## config.mk

```make
export PLATFORM = sky130hd
export DESIGN_NAME = hc165_button_scanner_flat
export DESIGN_NICKNAME = d
export VERILOG_FILES = /design/src/rtl/hc165_scan_pkg.sv /design/src/rtl/hc165_button_scanner_if.sv /design/src/rtl/hc165_button_scanner_btn_debounce_repeat.sv /design/src/rtl/hc165_button_scanner.sv /design/src/flat_wrapper.sv
export SDC_FILE = /design/constraint.sdc
export NUM_CORES = 1
export LEC_CHECK = 0
export BUFFER_PORTS_ARGS = -buffer_cell sky130_fd_sc_hd__clkbuf_2
export CAP_MARGIN = 20
export CORE_MARGIN = 5
export CORE_UTILIZATION = 50
export DETAILED_ROUTE_END_ITERATION = 6
export GPL_TIMING_DRIVEN = 0
export HOLD_SLACK_MARGIN = 0.08
export MAX_ROUTING_LAYER = met4
export PLACE_DENSITY = 0.75
export SLEW_MARGIN = 20
export SYNTH_ARGS = -nofsm -noshare
export SYNTH_HDL_FRONTEND = slang
export SYNTH_SLANG_ARGS = --single-unit
```

## constraint.sdc

```tcl
create_clock -name clk -period 2.7 [get_ports clk]
set_input_delay 0.54 -clock clk [delete_from_list [all_inputs] [get_ports clk]]
set_output_delay 0.54 -clock clk [all_outputs]
set_load 0.01 [all_outputs]
```

## src/rtl/hc165_scan_pkg.sv

```systemverilog
// Shared types and width helpers for the 74HC165 button scanner.
package hc165_scan_pkg;

  // Scan sequencer states: parallel load, then alternating sclk low/high
  // half-periods per bit, then one cycle to apply debounce and repeat.
  typedef enum logic [2:0] {
    IDLE,
    LOAD,
    SHIFT_LO,
    SHIFT_HI,
    UPDATE
  } scan_state_e;

  // Bits needed to hold 0..max_val. Always at least 1 so degenerate
  // parameter choices still produce legal vectors.
  function automatic int cnt_width(input int max_val);
    return (max_val < 1) ? 1 : $clog2(max_val + 1);
  endfunction

  // Scan timer runs 0..period-1.
  function automatic int scan_cnt_w(input int period);
    return cnt_width(period - 1);
  endfunction

  // Debounce counter must be able to reach the threshold value.
  function automatic int db_cnt_w(input int scans);
    return cnt_width(scans);
  endfunction

  // Hold counter must be able to reach the first repeat plus one period.
  function automatic int hold_cnt_w(input int delay, input int rate);
    return cnt_width(delay + rate);
  endfunction

endpackage

```

## src/rtl/hc165_button_scanner_if.sv

```systemverilog
// Pin-level bus to the 74HC165 chain: load strobe, shift clock, serial data.
interface hc165_button_scanner_if;
  logic sh_ld_n_o;
  logic sclk_o;
  logic qh_i;

  // Scanner side drives the strobes and reads the chain output.
  modport master (output sh_ld_n_o, output sclk_o, input qh_i);
  // Shift-register chain side.
  modport slave  (input sh_ld_n_o, input sclk_o, output qh_i);
endinterface

```

## src/rtl/hc165_button_scanner_btn_debounce_repeat.sv

```systemverilog
// Per-button debounce filter with press pulse and optional hold-to-repeat.
// All state advances only on update_i, i.e. once per completed scan.
module btn_debounce_repeat
  import hc165_scan_pkg::*;
#(
  parameter int DEBOUNCE_SCANS = 4,
  parameter int REPEAT_DELAY   = 500,
  parameter int REPEAT_RATE    = 100
) (
  input  logic clk,
  input  logic rst_n,
  input  logic raw_i,
  input  logic update_i,
  input  logic repeat_en_i,
  output logic stable_o,
  output logic press_o
);

  localparam int DB_W     = db_cnt_w(DEBOUNCE_SCANS);
  localparam int HOLD_W   = hold_cnt_w(REPEAT_DELAY, REPEAT_RATE);
  localparam int HOLD_MAX = REPEAT_DELAY + REPEAT_RATE;

  localparam logic [DB_W-1:0]   DB_LAST     = DB_W'(DEBOUNCE_SCANS - 1);
  localparam logic [HOLD_W-1:0] HOLD_FIRST  = HOLD_W'(REPEAT_DELAY);
  localparam logic [HOLD_W-1:0] HOLD_SECOND = HOLD_W'(HOLD_MAX);

  logic              stable_q, stable_d;
  logic              press_q,  press_d;
  logic [DB_W-1:0]   db_q,     db_d;
  logic [HOLD_W-1:0] hold_q,   hold_d;
  logic [HOLD_W-1:0] hold_inc;

  assign hold_inc = hold_q + 1'b1;

  // Next-state for debounce counter, stable level, hold counter and pulse.
  // NOTE: every variable gets a default before any branch; a path that
  // leaves one unassigned would infer a latch.
  always_comb begin
    stable_d = stable_q;
    db_d     = db_q;
    hold_d   = hold_q;
    press_d  = 1'b0;

    if (update_i) begin
      if (raw_i == stable_q) begin
        db_d = '0;
      end else if (db_q == DB_LAST) begin
        db_d     = '0;
        stable_d = ~stable_q;
        press_d  = ~stable_q;   // only the 0->1 flip is a press event
        hold_d   = '0;
      end else begin
        db_d = db_q + 1'b1;
      end

      // Repeat only while the button stays held through this scan. On the
      // second repeat point the count folds back to the first one, so it
      // never exceeds REPEAT_DELAY+REPEAT_RATE and then pulses every
      // REPEAT_RATE scans indefinitely.
      if (stable_q && stable_d && repeat_en_i) begin
        hold_d = hold_inc;
        if (hold_inc == HOLD_FIRST) begin
          press_d = 1'b1;
        end
        if (hold_inc == HOLD_SECOND) begin
          press_d = 1'b1;
          hold_d  = HOLD_FIRST;
        end
      end else if (!stable_d) begin
        hold_d = '0;
      end
    end
  end

  // Per-button state registers; the pulse register self-clears each cycle.
  // NOTE: sequential state uses non-blocking assignment only, so every
  // register samples pre-edge values regardless of statement order.
  always_ff @(posedge clk or negedge rst_n) begin
    if (!rst_n) begin
      stable_q <= 1'b0;
      press_q  <= 1'b0;
      db_q     <= '0;
      hold_q   <= '0;
    end else begin
      stable_q <= stable_d;
      press_q  <= press_d;
      db_q     <= db_d;
      hold_q   <= hold_d;
    end
  end

  assign stable_o = stable_q;
  assign press_o  = press_q;

endmodule

```

## src/rtl/hc165_button_scanner.sv

```systemverilog
// Button scanner for a 74HC165 chain: periodic scan timer, load/shift
// sequencer, serial capture, and one debounce/repeat filter per button.
module hc165_button_scanner
  import hc165_scan_pkg::*;
#(
  parameter int                  NUM_BTNS       = 8,
  parameter int                  CLK_DIV        = 8,
  parameter int                  SCAN_PERIOD    = 10000,
  parameter int                  DEBOUNCE_SCANS = 4,
  parameter int                  REPEAT_DELAY   = 500,
  parameter int                  REPEAT_RATE    = 100,
  parameter logic [NUM_BTNS-1:0] REPEAT_EN      = NUM_BTNS'(8'h03)
) (
  input  logic                    clk,
  input  logic                    rst_n,
  input  logic                    enable_i,
  hc165_button_scanner_if.master  hc_bus,
  output logic [NUM_BTNS-1:0]     btn_state_o,
  output logic [NUM_BTNS-1:0]     btn_press_o,
  output logic                    scan_done_o
);

  localparam int SCAN_W = scan_cnt_w(SCAN_PERIOD);
  localparam int DIV_W  = cnt_width(CLK_DIV - 1);
  localparam int BIT_W  = cnt_width(NUM_BTNS - 1);

  localparam logic [SCAN_W-1:0] SCAN_LAST = SCAN_W'(SCAN_PERIOD - 1);
  localparam logic [DIV_W-1:0]  DIV_LAST  = DIV_W'(CLK_DIV - 1);
  localparam logic [BIT_W-1:0]  BIT_LAST  = BIT_W'(NUM_BTNS - 1);

  scan_state_e         state_q, state_d;
  logic [SCAN_W-1:0]   timer_q;
  logic                req_q, req_d;
  logic [DIV_W-1:0]    div_q, div_d;
  logic [BIT_W-1:0]    bit_q, bit_d;
  logic [NUM_BTNS-1:0] shreg_q, shreg_d;
  logic                sh_ld_n_q, sclk_q, scan_done_q;

  logic timer_wrap;
  logic start_pending;
  logic phase_end;
  logic update;

  assign timer_wrap    = (timer_q == SCAN_LAST);
  // The wrap itself counts as a request so a scan starts on the
  // SCAN_PERIOD boundary rather than one cycle later.
  assign start_pending = req_q | timer_wrap;
  assign phase_end     = (div_q == DIV_LAST);
  assign update        = (state_q == UPDATE);

  // Free-running scan period timer.
  always_ff @(posedge clk or negedge rst_n) begin
    if (!rst_n) begin
      timer_q <= '0;
    end else if (timer_wrap) begin
      timer_q <= '0;
    end else begin
      timer_q <= timer_q + 1'b1;
    end
  end

  // Sequencer next-state: phase timing, bit index, serial capture, request.
  always_comb begin
    state_d = state_q;
    div_d   = div_q;
    bit_d   = bit_q;
    shreg_d = shreg_q;
    // Outside IDLE a wrap latches one request; a second wrap merges into it.
    req_d   = start_pending;

    unique case (state_q)
      IDLE: begin
        div_d = '0;
        bit_d = '0;
        // Consumed when starting, dropped when disabled.
        req_d = 1'b0;
        if (start_pending && enable_i) begin
          state_d = LOAD;
        end
      end

      LOAD: begin
        if (phase_end) begin
          div_d   = '0;
          bit_d   = '0;
          state_d = SHIFT_LO;
        end else begin
          div_d = div_q + 1'b1;
        end
      end

      SHIFT_LO: begin
        if (phase_end) begin
          div_d = '0;
          // First bit out of the chain belongs to the highest button.
          shreg_d[BIT_LAST - bit_q] = hc_bus.qh_i;
          state_d = (bit_q == BIT_LAST) ? UPDATE : SHIFT_HI;
        end else begin
          div_d = div_q + 1'b1;
        end
      end

      SHIFT_HI: begin
        if (phase_end) begin
          div_d   = '0;
          bit_d   = bit_q + 1'b1;
          state_d = SHIFT_LO;
        end else begin
          div_d = div_q + 1'b1;
        end
      end

      UPDATE: begin
        state_d = IDLE;
      end

      default: begin
        state_d = IDLE;
      end
    endcase
  end

  // Sequencer registers and pin strobes. Strobes are registered from the
  // next state so the pins are glitch-free and track state_q exactly.
  always_ff @(posedge clk or negedge rst_n) begin
    if (!rst_n) begin
      state_q     <= IDLE;
      req_q       <= 1'b0;
      div_q       <= '0;
      bit_q       <= '0;
      shreg_q     <= '0;
      sh_ld_n_q   <= 1'b1;
      sclk_q      <= 1'b0;
      scan_done_q <= 1'b0;
    end else begin
      state_q     <= state_d;
      req_q       <= req_d;
      div_q       <= div_d;
      bit_q       <= bit_d;
      shreg_q     <= shreg_d;
      sh_ld_n_q   <= (state_d != LOAD);
      sclk_q      <= (state_d == SHIFT_HI);
      scan_done_q <= update;
    end
  end

  assign hc_bus.sh_ld_n_o = sh_ld_n_q;
  assign hc_bus.sclk_o    = sclk_q;
  assign scan_done_o      = scan_done_q;

  // One debounce/repeat filter per button, all stepped by the UPDATE cycle.
  for (genvar i = 0; i < NUM_BTNS; i++) begin : g_btn
    btn_debounce_repeat #(
      .DEBOUNCE_SCANS (DEBOUNCE_SCANS),
      .REPEAT_DELAY   (REPEAT_DELAY),
      .REPEAT_RATE    (REPEAT_RATE)
    ) u_btn (
      .clk         (clk),
      .rst_n       (rst_n),
      .raw_i       (shreg_q[i]),
      .update_i    (update),
      .repeat_en_i (REPEAT_EN[i]),
      .stable_o    (btn_state_o[i]),
      .press_o     (btn_press_o[i])
    );
  end

endmodule

```

## src/flat_wrapper.sv

```systemverilog
// flat-port wrapper written by rule: the top's interface ports become plain ports
module hc165_button_scanner_flat import hc165_scan_pkg::*;
#(
  parameter int                  NUM_BTNS       = 8,
  parameter int                  CLK_DIV        = 8,
  parameter int                  SCAN_PERIOD    = 10000,
  parameter int                  DEBOUNCE_SCANS = 4,
  parameter int                  REPEAT_DELAY   = 500,
  parameter int                  REPEAT_RATE    = 100,
  parameter logic [NUM_BTNS-1:0] REPEAT_EN      = NUM_BTNS'(8'h03)
)
  (clk, rst_n, enable_i, btn_state_o, btn_press_o, scan_done_o, hc_bus_sh_ld_n_o, hc_bus_sclk_o, hc_bus_qh_i);
  hc165_button_scanner_if hc_bus_i ();
  input  logic clk;
  input  logic rst_n;
  input  logic enable_i;
  output logic [NUM_BTNS-1:0] btn_state_o;
  output logic [NUM_BTNS-1:0] btn_press_o;
  output logic scan_done_o;
  output wire logic [$bits(hc_bus_i.sh_ld_n_o)-1:0] hc_bus_sh_ld_n_o;
  output wire logic [$bits(hc_bus_i.sclk_o)-1:0] hc_bus_sclk_o;
  input wire logic [$bits(hc_bus_i.qh_i)-1:0] hc_bus_qh_i;
  assign hc_bus_sh_ld_n_o = hc_bus_i.sh_ld_n_o;
  assign hc_bus_sclk_o = hc_bus_i.sclk_o;
  assign hc_bus_i.qh_i = hc_bus_qh_i;
  hc165_button_scanner #(.NUM_BTNS(NUM_BTNS), .CLK_DIV(CLK_DIV), .SCAN_PERIOD(SCAN_PERIOD), .DEBOUNCE_SCANS(DEBOUNCE_SCANS), .REPEAT_DELAY(REPEAT_DELAY), .REPEAT_RATE(REPEAT_RATE), .REPEAT_EN(REPEAT_EN)) u_core (.clk(clk), .rst_n(rst_n), .enable_i(enable_i), .hc_bus(hc_bus_i), .btn_state_o(btn_state_o), .btn_press_o(btn_press_o), .scan_done_o(scan_done_o));
endmodule
```

== Yosys cells after proc, flatten, opt, wreduce, memory -nomap -nowiden ==
Cells that the tools add are included.

* Add/sub/neg operators: 14
* Magnitude comparators: 2
* Equality and inequality tests: 35
* Muxes and demuxes: 77
* Bitwise logic cells: 15
* Reduce and logical (&&, ||, !) cells: 19

{| class="wikitable"
|+ Operators by type and width
! kind !! count
|-
| $mux 10 || 10
|-
| $mux 3 || 23
|-
| $mux 1 || 38
|-
| $eq 3x2->1 const B || 11
|-
| $add 3x1->3 const B || 10
|-
| $reduce_and 3->1 || 9
|-
| $add 10x1->10 const B || 2
|-
| $eq 10x10->1 const B || 2
|-
| $eq 10x9->1 const B || 2
|-
| $pmux 3 s3 || 2
|-
| $add 14x1->14 const B || 1
|-
| $eq 14x14->1 const B || 1
|-
| $mux 14 || 1
|-
| $not 1->1 || 14
|-
| $ne 3x3->1 const B || 4
|-
| $eq 3x3->1 const B || 3
|-
| $bwmux 8 || 1
|-
| $eq 1x1->1 || 8
|-
| $pmux 3 s2 || 1
|-
| $logic_and 1x1->1 || 4
|-
| $lt 3x4->1 const B || 1
|-
| $ne 2x1->1 const B || 2
|-
| $demux 1 s3 || 1
|-
| $eq 3x1->1 const B || 1
|-
| 10 further kinds || 10
|}

* Flip-flop bits (word level): 95
* Input port bits: 4
* Output and inout bits: 19
* Logic and storage cells: 197

== Depth between registers and ports, before layout ==
Gate-level depths: netlist of the first run.

* Depth in word-level cells: 7
* Depth in mapped cells: 8
* Depth with buffers taken out: 7

== By module ==
From an unflattened synthesis of the first run, not the netlist that was laid out.

* Cell total of the unflattened synthesis: 931
* Area, all modules: 9156.3 µm²

{| class="wikitable"
|+ Modules (own cells, without submodules)
! module !! times used !! cells an instance !! area an instance (µm²) !! sequential area each (µm²)
|-
| btn_debounce_repeat at u_core.g_btn[0].u_btn ... || 7 || 98 || 940.9 || 375.4
|-
| hc165_button_scanner || 1 || 146 || 1622.8 || 877.1
|-
| btn_debounce_repeat at u_core.g_btn[5].u_btn || 1 || 99 || 947.2 || 375.4
|}

== Worst setup path before layout of the first run ==
Ideal clock, no wire load.

* Path type: flip-flop to flip-flop
* Start: register u_core.div_q[0]
* End: register u_core.shreg_q[5]
* Setup time: 0.125 ns
* Arrival: 1.800 ns
* Required time: 2.575 ns
* Setup slack: 0.775 ns
* Stages on the path, launching flop included: 7
* Path buffers: 0
* Clock period less this slack: 1.925 ns
* Cells stage by stage: dfrtp_1 -> ha_1 -> ha_1 -> nor4bb_1 -> nand2b_1 -> nor3b_1 -> mux2_2

* Word-level cells in the longest chain between the ends: 2

{| class="wikitable"
|+ Ends and longest elaborated chain
! item !! line !! RTL
|-
| start, declared || hc165_button_scanner.sv:34 || <nowiki>logic [DIV_W-1:0] div_q, div_d;</nowiki>
|-
| start signal, assigned || hc165_button_scanner.sv:138 || <nowiki>div_q <= div_d;</nowiki>
|-
| $eq 3x3->1 || hc165_button_scanner.sv:48 || <nowiki>assign phase_end = (div_q == DIV_LAST);</nowiki>
|-
| $reduce_and 2->1 (no line) || - ||
|-
| end signal, assigned || hc165_button_scanner.sv:140 || <nowiki>shreg_q <= shreg_d;</nowiki>
|-
| end, declared || hc165_button_scanner.sv:36 || <nowiki>logic [NUM_BTNS-1:0] shreg_q, shreg_d;</nowiki>
|}

Every way passes these cells.
A chain may end at the register's enable or synchronous reset.

== Worst setup path after layout of the first run ==
* Start: register u_core.state_q[0]
* End: register u_core.g_btn[1].u_btn.hold_q[8]

* Word-level cells in the longest chain between the ends: 2

{| class="wikitable"
|+ Ends and longest elaborated chain
! item !! line !! RTL
|-
| start, declared || hc165_button_scanner.sv:31 || <nowiki>scan_state_e state_q, state_d;</nowiki>
|-
| start signal, assigned || hc165_button_scanner.sv:136 || <nowiki>state_q <= state_d;</nowiki>
|-
| $eq 3x3->1 || hc165_button_scanner.sv:49 || <nowiki>assign update = (state_q == UPDATE);</nowiki>
|-
| $reduce_and 3->1 (no line) || - ||
|-
| end signal, assigned || hc165_button_scanner_btn_debounce_repeat.sv:88 || <nowiki>hold_q <= hold_d;</nowiki>
|-
| end, declared || hc165_button_scanner_btn_debounce_repeat.sv:30 || <nowiki>logic [HOLD_W-1:0] hold_q, hold_d;</nowiki>
|}

Every way passes these cells.

==> results of run 1 <==
routing by layer:
metal / share of wire, % / wire length (um) / GRT usage [%]
met1: 47 / 4170 / 22.2
met2: 49 / 4420 / 29.1
met3: 2.5 / 226 / 1.85
met4: 1.3 / 114 / 5.14
met5: 0 / 0 / -
flip-flops by register name, indices dropped and copies added (netlist names), 3 cells and up:
name / count
u_core.state_q: 3
u_core.timer_q: 14
u_core.div_q: 3
u_core.g_btn.u_btn.hold_q: 20
u_core.g_btn.u_btn.stable_o: 8
u_core.bit_q: 3
u_core.shreg_q: 8
u_core.g_btn.u_btn.press_o: 8
u_core.g_btn.u_btn.db_q: 24
power breakdown:
| part | internal, mW | switching (mW) | leakage [nW] |
|---|---|---|---|
| clock network | 0.429 | 0.488 | 0.0818 |
| registers | 1.42 | 0.00247 | 1.28 |
| logic | 0.0117 | 0.0306 | 1.07 |
how the worst max path moves through the flow:
stage	to	slack, ns	cells after the start
after floorplan	u_core.shreg_q[5]	0.77	6
after global placement	u_core.g_btn[0].u_btn.hold_q[2]	-0.06	1
after detailed placement	u_core.g_btn[1].u_btn.hold_q[8]	0.31	6
after CTS	u_core.g_btn[1].u_btn.hold_q[8]	0.22	6
after global routing	u_core.g_btn[1].u_btn.hold_q[7]	0.04	6
final	u_core.g_btn[1].u_btn.hold_q[8]	0.23	6
Yosys cell counts, types with 2 or more instances:
master    count
or3b_2        4
o21ai_0      38
and2_1       12
and3_1        7
o211ai_1      2
mux2i_1       2
nand2b_1     10
dfrtp_1      94
a21boi_0      2
nand4_1       8
inv_1        12
a31oi_1       2
o22ai_1       2
o311ai_0      3
nand3b_1      5
a22o_1       19
nand2_1      37
clkbuf_1     15
buf_4        16
nand3_1      21
and4_1        4
ha_1         17
o31ai_1       2
nor3b_1      13
xnor2_1      14
a21oi_1       4
nor2b_1       8
nor2_1       32
nor3_1       10
xor2_1       10
mux2_2       15
a32o_1        3
or3_1         2
cell type report:
cell class              count  area share [%]
repair buffers             24            2.92
inverters                  13           0.911
flip-flops and latches     95            44.4
well taps                 133            3.11
clock inverters             5            1.12
multi-input cells         328            41.6
plain buffers              33            3.46
clock buffers              11            2.45
through the flow:
step | instances | cell area (um^2) | hold WS (ns)
after floorplan | 469 | 4840 | 0.244
after global placement | 624 | 5120 | 0.435
after detailed placement | 625 | 5150 | 0.435
after CTS | 642 | 5350 | 0.460
after global routing | 642 | 5350 | 0.491
final | 642 | 5350 | 0.457
worst max-delay path, cell delays in order, from the launching register on:
cell	delay (ns)
dfrtp_1	0.36
clkbuf_1	0.21
or3b_2	0.50
clkbuf_1	0.29
nor3_1	0.55
nand3_1	0.27
o311ai_0	0.17
cell families after synthesis:
family                     after synthesis
and+or+nand+nor                        181
DFF                                     95
AOI/OAI and AO/OA                       89
buffers and inverters                   46
xor gates and xnor gates                24
muxes                                   17
adders and majority gates               17
timing repair:
action	4_1_cts	5_1_grt
endpoints found under the hold margin	24	0
endpoints found under the setup margin	0	0
hold buffers	1	0
==> metrics.yaml, run 1 <==
critical_path:
  critical_path_class: "flop to flop"
  reg2reg_depth: 6
  startpoint_type: "flop"
  cp-end-kind: "flop"
  startpoint: "u_core.state_q[0]"
  timing.rr.end: "u_core.g_btn[1].u_btn.hold_q[8]"
  rrSetupSlack_ns: 0.23
  required_ns: 2.93
  cp.arrival_ns: 2.70
  critPathMaxFanout: 10
  reg2reg_from: "u_core.state_q[0]"
layout:
  fin_nets: 525
  n_antenna_cell: 0
  fillers: 835
  mostFrequentLayoutCells: "dfrtp_1, o21ai_0, nand2_1"
  utilization_pct: 55.8
  synthToLayoutAreaGrowth_pct: 10.6
  multiInputGateArea_mm2: 0.00223
  layout_commonest_cell: "dfrtp_1"
  regArea_mm2: 0.00238
  drive_above_1_share_pct: 16.3
synth:
  synth_top_area_cell: "dfrtp_1"
  ys_seq_area_share_pct: 49.1
  synthCells: 469
  synth_xor_area_share_pct: 4.34
  synth_nets: 490
  synth.distinct_cells: 57
  syn_area_mm2: 0.00484
  synth_edf_count: 0
  synth_top_family_by_area: "simple AND/OR/NAND/NOR gates"
  ys_top_cells_by_area: "dfrtp_1, ha_1, o21ai_0"
  synthAdderAreaFrac_pct: 4.40
  synth-simple-area-share_pct: 20.5
  async_flop_share_pct: 100
  syn_avg_cell_area_um2: 10.3
  synth_ff_type: "dfrtp_1"
  yosysTopAreaCellShare_pct: 48.6
  ys_seq_elements: 95
  synth_mux_area_share_pct: 3.90
  synth-compound-area-share_pct: 12.8
  yosys_warnings: 0
worst_hold_path:
  holdPathStages: 1
  min_to: "u_core.timer_q[0]"
  worstHoldPathType: "flop to flop"
  hold_start: "u_core.timer_q[0]"
power:
  p_leak_nw: 2.43
  power_mw: 2.39
  vdd_drop_max_v: 0.000253
  cellPowerDensity_mw_per_mm2: 446
flow_run:
  cap_viol_max_count: 0
timing:
  hold_viol_final: 0
  fin_crit_ns: 2.47
  finalSetupViolations: 0
  fin_ws_ns: 0.227
  relSlewSlack_pct: 51.2
  finalCritPeriodShare_pct: 91.6
  grt_setup_unrepaired: "no"
  drv_slew: 0
  setup-tns-final_ns: 0
  max_freq_ghz: 0.404
  clock_skew_ns: 0.0136
  tightest_slew_ns: 0.724
route:
  wl_per_cell_um: 13.9
  first_iter_violations: 175
  viasPerCell: 5.50
  vias: 3533
  drt_pre_antenna_iters: 4
  ant_nets: 0
  wl_um: 8930
  route.detailed.drc: 0
floorplan:
  die_w_um: 108
  core_area_mm2: 0.00959
  start_util_pct: 50.4
  die_area_mm2: 0.0117
  pin_count: 23
  fp.dieH_um: 108
  num_rows: 36
placed_design:
  gp_congestion: 0.891
  numPortBuffers: 22
  pre_cts_slack_ns: 0.312
  dp_hpwl_um: 6270
clock_network:
  cts_resized: 0
  clkSinkCount: 95
  clock_path_buffers: 2
  path_clk_slew_ns: 0.09
  root_buffer: "clkbuf_8"
  cts_tree: "yes"
  cts_setup_buffers: 0
  cts_buffers: 9
  h-tree-depth: 3
  worstSkewPairLatency_ns: 0.36
global_route:
  antenna_found_initial: 0
  gr-total-overflow: 0
  grt_pass1_wl_um: 16200
  grt_pass1_vias: 3541
  grt_max_degree: 72
  grt.total_usage_pct: 17.3
outcome:
  status: "completed"
No activity file was read; power rests on OpenSTA's default activity.
==> inputs of run 2 (changes only) <==
Settings changed: CORE_UTILIZATION 50 to 40, PLACE_DENSITY 0.75 to 0.64.
==> metrics.yaml, run 2 (same netlist as run 1, synthesis figures left out) <==
timing:
  fin_hold_ws_ns: 0.105  # -0.352 ns
  drv_slew: 0  # unchanged
  tightest_slew_ns: 0.681  # -0.0426 ns
  finalCritPeriodShare_pct: 88.8  # -2.8 points
  hold_viol_final: 0  # unchanged
  clock_skew_ns: 0.00401  # -0.00963 ns
  grt_setup_unrepaired: "no"
  max_freq_ghz: 0.417  # +3.2%
  relSlewSlack_pct: 54.5  # +3.3 points
  fin_crit_ns: 2.40  # -0.0761 ns
  finalSetupViolations: 0  # unchanged
power:
  pwr-share-comb_pct: 1.4  # -0.4 points
  vdd_drop_max_v: 0.000247  # -2.5%
  clockPowerShare_pct: 49.9  # +12 points
  p_sw_share_pct: 20.1  # -1.7 points
  p_int_mw: 2.34  # +26%
  power_mw: 2.93  # +23%
  power.switching_mw: 0.590  # +13%
  p_leak_nw: 2.50  # +3.1%
  seqPwrFrac_pct: 48.7  # -11 points
  cellPowerDensity_mw_per_mm2: 532  # +19%
floorplan:
  fp.dieH_um: 120  # +11%
  die_w_um: 120  # +11%
  num_rows: 40  # +11%
  core_area_mm2: 0.0119  # +24%
  pin_count: 23  # unchanged
  die_area_mm2: 0.0144  # +23%
  start_util_pct: 40.6  # -9.8 points
critical_path:
  cpMostUsedCell: "clkbuf_1"
  rrSetupSlack_ns: 0.30  # +0.08 ns
  cp.arrival_ns: 2.61  # -0.09 ns
  crit_slowest_cell: "or3b_2"
  startpoint_type: "flop"
  cp-end-kind: "flop"
  critPathMaxFanout: 10  # unchanged
  required_ns: 2.91  # -0.02 ns
  max_stage_delay_ns: 0.51  # -0.04 ns
  critical_path_class: "flop to flop"
  crit_chain: "clkbuf_1 > or3b_2 > clkbuf_1 > nor3_1 > nand3_1 > o311ai_0"
outcome:
  status: "completed"
route:
  wl_um: 9240  # +3.5%
  vias: 3488  # -1.3%
  ant_nets: 0  # unchanged
  route.detailed.drc: 0  # unchanged
  wl_per_cell_um: 14.1  # +1.5%
  first_iter_violations: 202  # +15%
  viasPerCell: 5.33  # -3.2%
  drt_pre_antenna_iters: 4  # unchanged
layout:
  drive_above_1_share_pct: 16.7  # +0.43 points
  fin_nets: 524  # -0.19%
  fillers: 1089  # +30%
  regMostFlops: "u_core.g_btn.u_btn.db_q"
  layout_commonest_cell: "dfrtp_1"
  synthToLayoutAreaGrowth_pct: 13.9
  mostFrequentLayoutCells: "dfrtp_1, o21ai_0, nand2_1"
  largest_reg_flops: 24  # unchanged
  reg_top3: "u_core.g_btn.u_btn.db_q (24), u_core.g_btn.u_btn.hold_q (20), u_core.timer_q (14)"
  n_antenna_cell: 0  # unchanged
clock_network:
  root_buffer: "clkbuf_16"
  cts_buffers: 9  # unchanged
  path_clk_slew_ns: 0.07  # -0.02 ns
  hold_buffers: 0  # -1
  cts_resized: 0  # unchanged
  cts_tree: "yes"
  clkSinkCount: 95  # unchanged
  cts_setup_buffers: 0  # unchanged
  worstSkewPairLatency_ns: 0.34  # -0.02 ns
  clock_path_buffers: 2  # unchanged
  h-tree-depth: 3  # unchanged
global_route:
  grt_max_degree: 59  # -18%
  grt.total_usage_pct: 13.9  # -3.4 points
  antenna_found_initial: 0  # unchanged
  gr-total-overflow: 0  # unchanged
  grt_pass1_vias: 3526  # -0.42%
  grt_pass1_wl_um: 16000  # -0.90%
placed_design:
  numPortBuffers: 22  # unchanged
  dp_hpwl_um: 6290  # +0.22%
  gp_congestion: 0.856  # -3.9%
worst_hold_path:
  worstHoldPathType: "input pin to asynchronous set/reset pin"
flow_run:
  cap_viol_max_count: 0  # unchanged
run 2: cell count changes in the layout (fill, tap and decap cells not counted), sizes merged:
cell and change:
clkinv +1, clkinvlp -2, clkbuf -2, dlygate4sd3 -1, inv +1, bufinv +2
run 2: power groups by stage:
stage	sequential (mW)	clock, mW	combinational [mW]
6_report	1.43	1.46	0.0425
5_1_grt	1.43	1.56	0.0503
4_1_cts	1.43	1.50	0.0462
3_5_place_dp	1.45	0	0.0453
3_3_place_gp	1.46	0	0.0377
2_1_floorplan	1.45	0	0.00535
run 2: worst max-delay path: cells and delay by family, from the launching register on:
kind                   cells  cell delay [ns]
and+or+nand+nor            3             1.23
buffers and inverters      2             0.51
DFF                        1             0.36
AOI/OAI and AO/OA          1             0.17
run 2: routing by layer:
layer	track usage, %	routed length (um)	vias up
met5	-	0	-
met4	4.94	138	0
met3	2.87	262	10
met2	22.5	4470	51
met1	17.3	4370	1697
li1	-	-	1730
run 2: final cells by class:
type | count | area (um^2) | area share [%]
sequential | 95 | 2380 | 43.1
multi-input combinational | 328 | 2230 | 40.4
clock buffer | 9 | 225 | 4.08
buffer | 33 | 185 | 3.36
tap | 147 | 184 | 3.34
timing repair buffer | 23 | 146 | 2.65
clock inverter | 7 | 119 | 2.16
inverter | 13 | 48.8 | 0.885
run 2: stage by stage:
stage,util (%),instances,worst slack (ns),TNS (ns),instance area [um^2]
2_1_floorplan,-,469,0.775,0,4840
3_3_place_gp,43.1,638,-0.0849,-7.25,5130
3_5_place_dp,43.4,639,0.348,0,5170
4_1_cts,46.3,655,0.318,0,5510
5_1_grt,46.3,655,0.159,0,5510
6_report,46.3,655,0.303,0,5510
run 2: path summary, 6_finish.rpt:
check                                  start                               to  cells past startpoint
setup / recovery           u_core.state_q[0]  u_core.g_btn[1].u_btn.hold_q[8]                      6
hold / removal                         rst_n                u_core.timer_q[2]                      1
min in group clk           u_core.timer_q[0]                u_core.timer_q[0]                      1
max in group asynchronous              rst_n          u_core.hc_bus.sh_ld_n_o                      2
hold reg to reg            u_core.timer_q[0]                u_core.timer_q[0]                      1
setup reg to reg           u_core.state_q[0]  u_core.g_btn[1].u_btn.hold_q[8]                      6
